File: src/rtl/load_extend_unit_if.sv
// Data-memory read port shared by load_extend_unit (master) and the memory (slave).
interface load_extend_unit_if;
    logic        mem_rd;
    logic [63:0] mem_addr;
    logic [63:0] mem_rdata;
    logic        mem_ready;

    modport master (
        output mem_rd,
        output mem_addr,
        input  mem_rdata,
        input  mem_ready
    );

    modport slave (
        input  mem_rd,
        input  mem_addr,
        output mem_rdata,
        output mem_ready
    );
endinterface

File: src/rtl/load_extend_unit.sv
// RV64 load unit: one doubleword read per load, then byte/half/word extraction and extension.
// Optional macro LOAD_MISALIGN_TRAP_EN: misaligned loads fail immediately instead of reading.
module load_extend_unit #(
    parameter int TIMEOUT_CYCLES = 15
) (
    input  logic                      clk,
    input  logic                      reset_n,
    input  logic                      start,
    input  logic [31:0]               Register_Intruction_Instr31_0,
    input  logic [63:0]               addr,
    load_extend_unit_if.master        mem,
    output logic                      busy,
    output logic                      load_valid,
    output logic [63:0]               load_data,
    output logic                      load_err
);

    localparam int CNT_W = $clog2(TIMEOUT_CYCLES + 1);
    localparam logic [CNT_W-1:0] TIMEOUT_LAST = CNT_W'(TIMEOUT_CYCLES - 1);

    typedef enum logic [1:0] {
        IDLE,
        REQ,
        DONE
    } state_t;

    state_t           state;
    logic [2:0]       funct3_q;
    logic [2:0]       off_q;
    logic [CNT_W-1:0] timeout_count;
    logic             load_start;
    logic [2:0]       funct3_in;
    logic             unused_instr_bits;

    assign funct3_in  = Register_Intruction_Instr31_0[14:12];
    assign load_start = start && (Register_Intruction_Instr31_0[6:0] == 7'd3);
    assign unused_instr_bits = ^{Register_Intruction_Instr31_0[31:15],
                                 Register_Intruction_Instr31_0[11:7]};

    // Offsets below natural alignment are dropped by the half/word shifts.
    function automatic logic [63:0] extend(input logic [2:0] f3, input logic [2:0] off,
                                           input logic [63:0] w);
        logic [63:0] byte_sh;
        logic [63:0] half_sh;
        logic [63:0] word_sh;
        logic [63:0] r;
        byte_sh = w >> {off, 3'b000};
        half_sh = w >> {off[2:1], 4'b0000};
        word_sh = w >> {off[2], 5'b00000};
        case (f3)
            3'd0:    r = {{56{byte_sh[7]}}, byte_sh[7:0]};
            3'd1:    r = {{48{half_sh[15]}}, half_sh[15:0]};
            3'd2:    r = {{32{word_sh[31]}}, word_sh[31:0]};
            3'd4:    r = {56'd0, byte_sh[7:0]};
            3'd5:    r = {48'd0, half_sh[15:0]};
            3'd6:    r = {32'd0, word_sh[31:0]};
            default: r = w;
        endcase
        return r;
    endfunction

    function automatic logic misaligned(input logic [2:0] f3, input logic [2:0] off);
        logic m;
        case (f3)
            3'd1, 3'd5: m = off[0];
            3'd2, 3'd6: m = (off[1:0] != 2'b00);
            3'd3:       m = (off != 3'b000);
            default:    m = 1'b0;
        endcase
        return m;
    endfunction

    // Single registered FSM; every output is a flop so the memory port sees clean strobes.
    always_ff @(posedge clk or negedge reset_n) begin
        if (!reset_n) begin
            state         <= IDLE;
            funct3_q      <= 3'd0;
            off_q         <= 3'd0;
            timeout_count <= '0;
            mem.mem_rd    <= 1'b0;
            mem.mem_addr  <= 64'd0;
            busy          <= 1'b0;
            load_valid    <= 1'b0;
            load_data     <= 64'd0;
            load_err      <= 1'b0;
        end else begin
            case (state)
                IDLE: begin
                    if (load_start) begin
                        funct3_q      <= funct3_in;
                        off_q         <= addr[2:0];
                        mem.mem_addr  <= {addr[63:3], 3'b000};
                        timeout_count <= '0;
                        busy          <= 1'b1;
`ifdef LOAD_MISALIGN_TRAP_EN
                        if (misaligned(funct3_in, addr[2:0])) begin
                            state      <= DONE;
                            load_valid <= 1'b1;
                            load_err   <= 1'b1;
                            load_data  <= 64'd0;
                        end else begin
                            state      <= REQ;
                            mem.mem_rd <= 1'b1;
                        end
`else
                        state      <= REQ;
                        mem.mem_rd <= 1'b1;
`endif
                    end
                end
                REQ: begin
                    if (mem.mem_ready) begin
                        state      <= DONE;
                        mem.mem_rd <= 1'b0;
                        load_valid <= 1'b1;
                        load_data  <= extend(funct3_q, off_q, mem.mem_rdata);
                        load_err   <= (funct3_q == 3'd7);
                    end else if (timeout_count == TIMEOUT_LAST) begin
                        state      <= DONE;
                        mem.mem_rd <= 1'b0;
                        load_valid <= 1'b1;
                        load_data  <= 64'd0;
                        load_err   <= 1'b1;
                    end else begin
                        timeout_count <= timeout_count + 1'b1;
                    end
                end
                DONE: begin
                    state      <= IDLE;
                    load_valid <= 1'b0;
                    busy       <= 1'b0;
                end
                default: begin
                    state      <= IDLE;
                    mem.mem_rd <= 1'b0;
                    load_valid <= 1'b0;
                    busy       <= 1'b0;
                end
            endcase
        end
    end

endmodule

File: src/flat_wrapper.sv
// flat-port wrapper written by rule: the top's interface ports become plain ports
module load_extend_unit_flat 
#(
    parameter int TIMEOUT_CYCLES = 15
)
  (clk, reset_n, start, Register_Intruction_Instr31_0, addr, busy, load_valid, load_data, load_err, mem_mem_rd, mem_mem_addr, mem_mem_rdata, mem_mem_ready);
  load_extend_unit_if mem_i ();
  input  logic clk;
  input  logic reset_n;
  input  logic start;
  input  logic [31:0] Register_Intruction_Instr31_0;
  input  logic [63:0] addr;
  output logic busy;
  output logic load_valid;
  output logic [63:0] load_data;
  output logic load_err;
  output wire logic [$bits(mem_i.mem_rd)-1:0] mem_mem_rd;
  output wire logic [$bits(mem_i.mem_addr)-1:0] mem_mem_addr;
  input wire logic [$bits(mem_i.mem_rdata)-1:0] mem_mem_rdata;
  input wire logic [$bits(mem_i.mem_ready)-1:0] mem_mem_ready;
  assign mem_mem_rd = mem_i.mem_rd;
  assign mem_mem_addr = mem_i.mem_addr;
  assign mem_i.mem_rdata = mem_mem_rdata;
  assign mem_i.mem_ready = mem_mem_ready;
  load_extend_unit #(.TIMEOUT_CYCLES(TIMEOUT_CYCLES)) u_core (.clk(clk), .reset_n(reset_n), .start(start), .Register_Intruction_Instr31_0(Register_Intruction_Instr31_0), .addr(addr), .mem(mem_i), .busy(busy), .load_valid(load_valid), .load_data(load_data), .load_err(load_err));
endmodule
File: config.mk
export PLATFORM = sky130hd
export DESIGN_NAME = load_extend_unit_flat
export DESIGN_NICKNAME = d
export VERILOG_FILES = /design/src/rtl/load_extend_unit_if.sv /design/src/rtl/load_extend_unit.sv /design/src/flat_wrapper.sv
export SDC_FILE = /design/constraint.sdc
export NUM_CORES = 1
export LEC_CHECK = 0
export BUFFER_PORTS_ARGS = -buffer_cell sky130_fd_sc_hd__buf_4
export CORE_UTILIZATION = 45
export CTS_CLUSTER_SIZE = 24
export DETAILED_ROUTE_END_ITERATION = 10
export GPL_TIMING_DRIVEN = 0
export PLACE_DENSITY_LB_ADDON = 0.08
export SETUP_SLACK_MARGIN = 0.02
export SYNTH_ARGS = -nofsm -noshare
export SYNTH_HDL_FRONTEND = slang
export SYNTH_SLANG_ARGS = --single-unit
export TNS_END_PERCENT = 1
File: constraint.sdc
create_clock -name clk -period 2.3 [get_ports clk]
set_input_delay 0.23 -clock clk [delete_from_list [all_inputs] [get_ports clk]]
set_output_delay 0.23 -clock clk [all_outputs]
set_load 0.02 [all_outputs]
* Word-level counts from Yosys, hierarchy flattened
Cells that the tools add are included.
** Storage, ports and cells
- Output and inout bits :: 132
- Flip-flop bits (word level) :: 141
- Logic and storage cells :: 63
- Input bits :: 164
** Operators by class
- Equality and inequality tests :: 14
- Muxes and demuxes :: 20
- Reductions and logical operators :: 12
- Add/subtract/negate cells :: 1
- Bitwise logic cells :: 3
- Shift-type cells :: 3
** Operators with widths (count)
- 64-bit case mux with 6 select lines :: 1
- 64-bit two-way mux :: 2
- 64-bit by 6-bit right shift with 16-bit output :: 1
- 64-bit by 6-bit right shift with 32-bit output :: 1
- 64-bit by 6-bit right shift with 8-bit output :: 1
- 3-bit == test, second input constant :: 4
- 4-bit two-way mux :: 3
- 2-bit AND reduction :: 5
- 4-bit case mux with 2 select lines :: 1
- 7-bit by 2-bit == test with 1-bit output, second input constant :: 1
- 1-bit two-way mux :: 6
- 2-bit two-way mux :: 3
- 4-bit by 1-bit adder with 4-bit output, second input constant :: 1
- 4-bit == test, second input constant :: 1
- 2-bit inequality test, second input constant :: 2
- 1-bit case mux with 2 select lines :: 2
- 2-bit case mux with 2 select lines :: 1
- 4-bit AND reduction :: 1
- 2-bit nonzero test :: 2
- 3-bit by 1-bit == test with 1-bit output, second input constant :: 1
- 3-bit by 2-bit == test with 1-bit output, second input constant :: 1
- 3-bit zero test :: 1
- 3-bit by 2-bit inequality test with 1-bit output, second input constant :: 1
- 1-bit inverter :: 3
- 7 further kinds :: 7

* Longest topological paths before layout
Gate-level depths: netlist (run 1).
- Word-level depth :: 4
- Gate-level depth with buffers :: 8
- Mapped depth without buffers :: 6

* Least setup slack after synthesis (run 1)
No wires, ideal clock.
- Kind :: flip-flop to flip-flop
- From :: register u_core.off_q[1]
- To :: register u_core.load_data[33]
- Cell stages (with the launch flop) :: 9
- Setup time :: 0.066 ns
- Data arrival time :: 1.916 ns
- Path buffers :: 3
- Setup slack :: 0.318 ns
- Required time :: 2.234 ns
- Clock period less this slack :: 1.982 ns
- Cells stage by stage :: dfrtp_1 -> buf_6 -> mux2i_1 -> a32o_1 -> or4_4 -> buf_6 -> o21ai_4 -> buf_6 -> a22o_1
** On the way
- Longest elaborated chain between the ends :: 3
- Elaborated cells on any way between the ends :: 4
- Classes of those cells :: shift (2); mux (2)
** Ends and longest elaborated chain
- start: declaration :: line load_extend_unit.sv:29 : logic [2:0] off_q;
- start signal: assignment :: line load_extend_unit.sv:91 : off_q <= addr[2:0];
- 64-bit by 6-bit right shift with 16-bit output or 64-bit by 6-bit right shift with 8-bit output (tied branches) :: line load_extend_unit.sv:48, load_extend_unit.sv:47
- 64-bit case mux with 6 select lines * :: line load_extend_unit.sv:50 : case (f3)
- 64-bit two-way mux * :: line load_extend_unit.sv:112 : if (mem.mem_ready) begin
- end signal: assignment :: line load_extend_unit.sv:116 : load_data <= extend(funct3_q, off_q, mem.mem_rdata);
- end: declaration :: line load_extend_unit.sv:14 : output logic [63:0] load_data,
Every way passes the cells marked *; elsewhere a longest branch is shown, timed or not.
A chain may end at the register's enable or synchronous reset.

* Worst setup path after layout (run 1)
- From :: register u_core.off_q[0]
- To :: register u_core.load_data[37]
** On the way
- Longest elaborated chain between the ends :: 3
** Ends and longest elaborated chain
- 64-bit by 6-bit right shift with 8-bit output :: line load_extend_unit.sv:47 : byte_sh = w >> {off, 3'b000};
- 64-bit case mux with 6 select lines :: line load_extend_unit.sv:50
- 64-bit two-way mux :: line load_extend_unit.sv:112
No other way between the ends.

==> results.json, run 1 <==
{
  "seq_area_um2": 3530,
  "detail_route.wl_per_cell_um": 19.9,
  "cp_max_fo": 10,
  "via_per_inst": 5.72,
  "reg2reg_from": "u_core.off_q[0]$_DFFE_PN0P_",
  "timing.final.crit_share": 0.984,
  "die_h_um": 127,
  "dpl.cell_count": 1083,
  "relSlewSlack": 0.606,
  "dp_hpwl_um": 16300,
  "ys_types": 51,
  "grt_max_degree": 95,
  "rows": 45,
  "htreeDepth": 4,
  "final_common_cell": "buf_4",
  "postSynth.asyncResetShare": 1.00,
  "setup.worst_path.end_class": "register",
  "cp-startpoint": "u_core.off_q[0]$_DFFE_PN0P_",
  "fill_cells": 1244,
  "maxSlewViolCount": 0,
  "wirelength_um": 22200,
  "final_nets": 1084,
  "clockRootBuffer": "clkbuf_16",
  "antenna_found_initial": 0,
  "place.gp.congestion": 0.890,
  "syn-instance-count": 622,
  "clock_latency_ns": 0.43,
  "grt_pass1_vias": 6421,
  "setup_violations": 0,
  "hold_class": "in -> reg",
  "cp.arrival_ns": 2.63,
  "tightest_slew_ns": 0.591,
  "first_iter_violations": 524,
  "worstSetupEndpoint": "u_core.load_data[37]$_DFFE_PN0P_",
  "synth_area_um2": 6980,
  "most-common-layout-cells": "272 x buf_4, 141 x dfrtp_1, 74 x mux2_1, 64 x nand2_1, 33 x a22o_1",
  "portBuffers": 270,
  "cts_tree": "done",
  "drv_cap": 0,
  "synth_ff_type": "dfrtp_1",
  "startpoint_type": "register",
  "area_growth_pct": 42.4,
  "dieArea_um2": 16000,
  "postCtsSetupBuffers": 0,
  "power.leakage_uw": 0.00504,
  "clkSinkCount": 141,
  "drive_gt1_frac": 0.404,
  "fp.dieW_um": 127,
  "hold_viol_final": 0,
  "n_antenna_cell": 0,
  "ys_seq_elements": 141,
  "clk_pin_slew_ns": 0.06,
  "rsz0062_at_grt": "yes",
  "avgSynthCellArea_um2": 11.2,
  "cts_buffer_depth": 2,
  "finClkSkew_ns": 0.0107,
  "worstSetupPathType": "reg -> reg",
  "multiInputGateArea_um2": 3190,
  "drc": 0,
  "ios": 296,
  "peakVddDrop_mv": 0.534,
  "stdcell_area_um2": 9940,
  "status": "completed",
  "layout.cells.non_filler": 1119,
  "finalCriticalPeriod_ns": 2.26,
  "via_count": 6397,
  "dr.pass1.iters": 5,
  "cts_made_buffers": 17,
  "synth-edff-count": 0,
  "cp_data_required_time_ns": 2.66,
  "core_um2": 15100,
  "tns_ns": 0,
  "grt_pass1_wl_um": 33800,
  "r2r-end": "u_core.load_data[37]$_DFFE_PN0P_",
  "start_util": 0.461,
  "ys_seq_area_frac": 0.505,
  "ys_warn_count": 0,
  "rrSetupSlack_ns": 0.04,
  "r2r_cells": 7,
  "gr-usage-all-layers": 0.279,
  "route.antenna.remaining_nets": 0,
  "gr-total-overflow": 0,
  "power.density_nw_per_um2": 718,
  "max_freq_mhz": 442,
  "post_dp_cell_area_um2": 9280
}
==> how the worst min path moves through the flow <==
stage             start                             endpoint  slack [ns]  cells after the start
3_5_place_dp    reset_n     u_core.load_data[50]$_DFFE_PN0P_        0.19                      1
6_report       addr[44]  u_core.mem.mem_addr[44]$_DFFE_PN0P_       0.009                      2
3_3_place_gp   addr[52]  u_core.mem.mem_addr[52]$_DFFE_PN0P_        0.44                      2
5_1_grt        addr[57]  u_core.mem.mem_addr[57]$_DFFE_PN0P_      0.0006                      2
2_1_floorplan   reset_n              u_core.busy$_DFFE_PN0P_       -0.07                      0
4_1_cts         addr[9]   u_core.mem.mem_addr[9]$_DFFE_PN0P_       0.003                      2
==> flip-flops by register name, summed over array words and instances, names as in the netlist <==
| name | count |
|---|---|
| u_core.load_data | 64 |
| u_core.mem.mem_addr | 61 |
| u_core.timeout_count | 4 |
| u_core.funct3_q | 3 |
| u_core.off_q | 3 |
| u_core.state | 2 |
| u_core.busy | 1 |
| u_core.load_err | 1 |
| u_core.load_valid | 1 |
| u_core.mem.mem_rd | 1 |
==> where the power goes <==
part           switching (uW)  internal [uW]  leakage [uW]
clock network            1140           1620      0.000283
registers                 135           2710       0.00191
logic                     818            721       0.00284
total                    2090           5050       0.00504
==> through the flow <==
step	util	setup WS (ns)	hold slack, ns	power, uW
4_1_cts	0.653	0.0482	0.00264	7160
3_3_place_gp	0.611	-0.240	0.443	4350
6_report	0.656	0.0360	0.00901	7140
3_5_place_dp	0.613	-0.272	0.193	4400
5_1_grt	0.656	-0.0304	0.000620	7430
2_1_floorplan	-	0.318	-0.0656	3620
==> cell families after synthesis <==
| family | share of synthesized area |
|---|---|
| buffers and inverters | 0.0414 |
| other | 0.000537 |
| XOR/XNOR | 0.00125 |
| AND/OR/NAND/NOR | 0.0984 |
| adder cells (fa/ha/maj) | 0.00358 |
| flip-flops | 0.505 |
| AO/OA/AOI/OAI | 0.175 |
| multiplexers | 0.174 |
==> final cells by class <==
cell class	count	share of cell area
Sequential cell	141	0.355
Multi-Input combinational cell	423	0.320
Timing Repair Buffer	275	0.211
Clock buffer	18	0.0432
Buffer	54	0.0281
Tap cell	188	0.0237
Clock inverter	14	0.0162
Inverter	6	0.00227
==> cell usage after synthesis (all sizes together) (2+ instances only) <==
cell type  number  area [um^2]
dfrtp         141         3530
mux2           76          856
nand2          64          240
o21ai          38          201
clkbuf         37          140
a22o           33          289
or2            32          200
a21oi          31          155
o221ai         24          210
mux2i          20          200
buf            17          126
a22oi          14          105
nor2           12         47.6
nor2b          11         68.8
a21o            9         67.6
a31oi           8         50.1
o211ai          8         70.1
mux4            7          158
inv             6         22.5
nand3           6         30.0
and2            4         25.0
nand2b          4         25.0
ha              2         25.0
nor3            2         10.0
==> critical path, cell delays in order (launching register included) <==
cell	delay, ns
dfrtp_1	0.43
mux2i_1	0.17
a32o_1	0.29
or4_4	0.52
buf_6	0.17
o21ai_4	0.28
buf_6	0.19
a22o_1	0.14
==> per-layer routing <==
layer | track usage | vias up | wire (um)
met5 | 0 | - | 0
met4 | 0.133 | 0 | 844
met3 | 0.0810 | 67 | 2000
met2 | 0.460 | 384 | 10800
met1 | 0.337 | 3076 | 8640
li1 | - | 2870 | -
==> repair_timing <==
action / in CTS / in global routing
gates resized for setup: 8 / 10
pin swaps: 0 / 0
hold endpoints to repair: 47 / 3
endpoints found under the setup margin: 58 / 53
hold buffers: 1 / 3
(Power assumes the default switching activity.)
==> run 2: changes to the inputs <==
--- a/config.mk
+++ b/config.mk
@@ -11,6 +11,7 @@
 export DETAILED_ROUTE_END_ITERATION = 10
 export GPL_TIMING_DRIVEN = 0
 export PLACE_DENSITY_LB_ADDON = 0.08
+export RECOVER_POWER = 25
 export SETUP_SLACK_MARGIN = 0.02
 export SYNTH_ARGS = -nofsm -noshare
 export SYNTH_HDL_FRONTEND = slang
==> results.json, run 2 (synthesis results as in run 1) <==
{
  "portBuffers": 270,
  "most-common-layout-cells": "240 x buf_4, 141 x dfrtp_1, 74 x mux2_1, 64 x nand2_1, 60 x clkbuf_1",
  "final_nets": 1084,
  "drv_cap": 0,
  "rows": 45,
  "setup.worst_path.end_class": "register",
  "relSlewSlack": 0.169,
  "drive_gt1_frac": 0.369,
  "dp_hpwl_um": 16300,
  "clockRootBuffer": "clkbuf_16",
  "cts_buffer_depth": 2,
  "cts_made_buffers": 17,
  "fill_cells": 1278,
  "tightest_slew_ns": 1.25,
  "largest_reg_flops": 64,
  "rrSetupSlack_ns": 0.05,
  "hold_depth": 2,
  "fin_util": 0.648,
  "gr-usage-all-layers": 0.279,
  "max_freq_mhz": 444,
  "pre_cts_slack_ns": -0.272,
  "startpoint_type": "register",
  "grt_pass1_vias": 6421,
  "wirelength_um": 22300,
  "antenna_found_initial": 0,
  "hold_class": "in -> reg",
  "die_h_um": 127,
  "route.antenna.remaining_nets": 0,
  "timing.final.crit_share": 0.979,
  "rsz0062_at_grt": "yes",
  "finClkSkew_ns": 0.00865,
  "power.density_nw_per_um2": 723,
  "cp_max_fo": 10,
  "grt-busiest-layer": "met2",
  "worstSetupPathType": "reg -> reg",
  "drc": 0,
  "setup_ws_ns": 0.0490,
  "via_per_inst": 5.70,
  "n_antenna_cell": 0,
  "tns_ns": 0,
  "clk_pin_slew_ns": 0.06,
  "start_util": 0.461,
  "use_met1": 0.337,
  "gr-total-overflow": 0,
  "setup_violations": 0,
  "cts_tree": "done",
  "clock_latency_ns": 0.43,
  "clkSinkCount": 141,
  "ios": 296,
  "final_common_cell": "buf_4",
  "top_register": "u_core.load_data",
  "peakVddDrop_mv": 0.536,
  "r2r_cells": 8,
  "htreeDepth": 4,
  "place.gp.congestion": 0.890,
  "core_um2": 15100,
  "dr.pass1.iters": 5,
  "use_met2": 0.460,
  "first_iter_violations": 479,
  "top_regs": "u_core.load_data (64), u_core.mem.mem_addr (61), u_core.timeout_count (4)",
  "area_growth_pct": 40.6,
  "maxSlewViolCount": 0,
  "cp_data_required_time_ns": 2.66,
  "grt_max_degree": 95,
  "met3_usage": 0.0810,
  "detail_route.wl_per_cell_um": 19.9,
  "finalCriticalPeriod_ns": 2.25,
  "grt_pass1_wl_um": 33800,
  "fp.dieW_um": 127,
  "hold_viol_final": 0,
  "cp.arrival_ns": 2.61,
  "dieArea_um2": 16000,
  "via_count": 6379,
  "power.leakage_uw": 0.00491,
  "postCtsSetupBuffers": 0,
  "status": "completed"
}
==> run 2: final cells by class <==
class | instances | area (um^2) | area share
flip-flops and latches | 141 | 3530 | 0.360
well taps | 188 | 235 | 0.0240
plain buffers | 54 | 279 | 0.0284
multi-input cells | 423 | 3190 | 0.325
repair buffers | 275 | 1970 | 0.201
inverters | 6 | 22.5 | 0.00230
clock inverters | 14 | 161 | 0.0164
clock buffers | 18 | 429 | 0.0437
==> run 2: what timing repair did <==
item,CTS,global route
endpoints found under the hold margin,47,3
hold buffers,1,3
gates resized for setup,8,10
endpoints found under the setup margin,58,53
==> run 2: report_power, final <==
part	leakage [uW]	switching (uW)	internal (uW)
Clock	0.000283	1140	1620
Combinational	0.00271	818	676
Sequential	0.00191	134	2710
Total	0.00491	2100	5000
==> run 2: through the flow <==
step,instance area [um^2],total power [uW],hold WS [ns],cells
after floorplan,6990,3620,-0.0656,624
after global placement,9250,4350,0.443,1082
after detailed placement,9280,4400,0.193,1083
after CTS,9900,7160,0.00264,1116
after global routing,9810,7380,0.000620,1119
final,9810,7100,0.0101,1119
==> run 2: path summary, 6_finish.rpt <==
kind	from	to
hold / removal	addr[44]	u_core.mem.mem_addr[44]$_DFFE_PN0P_
max in group asynchronous	reset_n	u_core.mem.mem_addr[63]$_DFFE_PN0P_
min in group asynchronous	reset_n	u_core.load_data[50]$_DFFE_PN0P_
setup / recovery	u_core.off_q[1]$_DFFE_PN0P_	u_core.load_data[37]$_DFFE_PN0P_
setup reg to reg	u_core.off_q[1]$_DFFE_PN0P_	u_core.load_data[37]$_DFFE_PN0P_
hold reg to reg	u_core.load_data[12]$_DFFE_PN0P_	u_core.load_data[12]$_DFFE_PN0P_
==> run 2: metal layers <==
| metal | up-vias | wire [um] | share of wire |
|---|---|---|---|
| met5 | - | 0 | 0 |
| met4 | 0 | 743 | 0.033 |
| met3 | 58 | 1920 | 0.086 |
| met2 | 349 | 10900 | 0.49 |
| met1 | 3105 | 8670 | 0.39 |
| li1 | 2867 | - | - |
==> run 2: worst max-delay path, stage by stage, from the launching register on <==
cell,delay [ns]
dfrtp_1,0.37
buf_6,0.15
mux2i_1,0.14
a32o_1,0.23
or4_4,0.52
buf_6,0.17
o21ai_4,0.27
buf_6,0.19
a22o_1,0.14
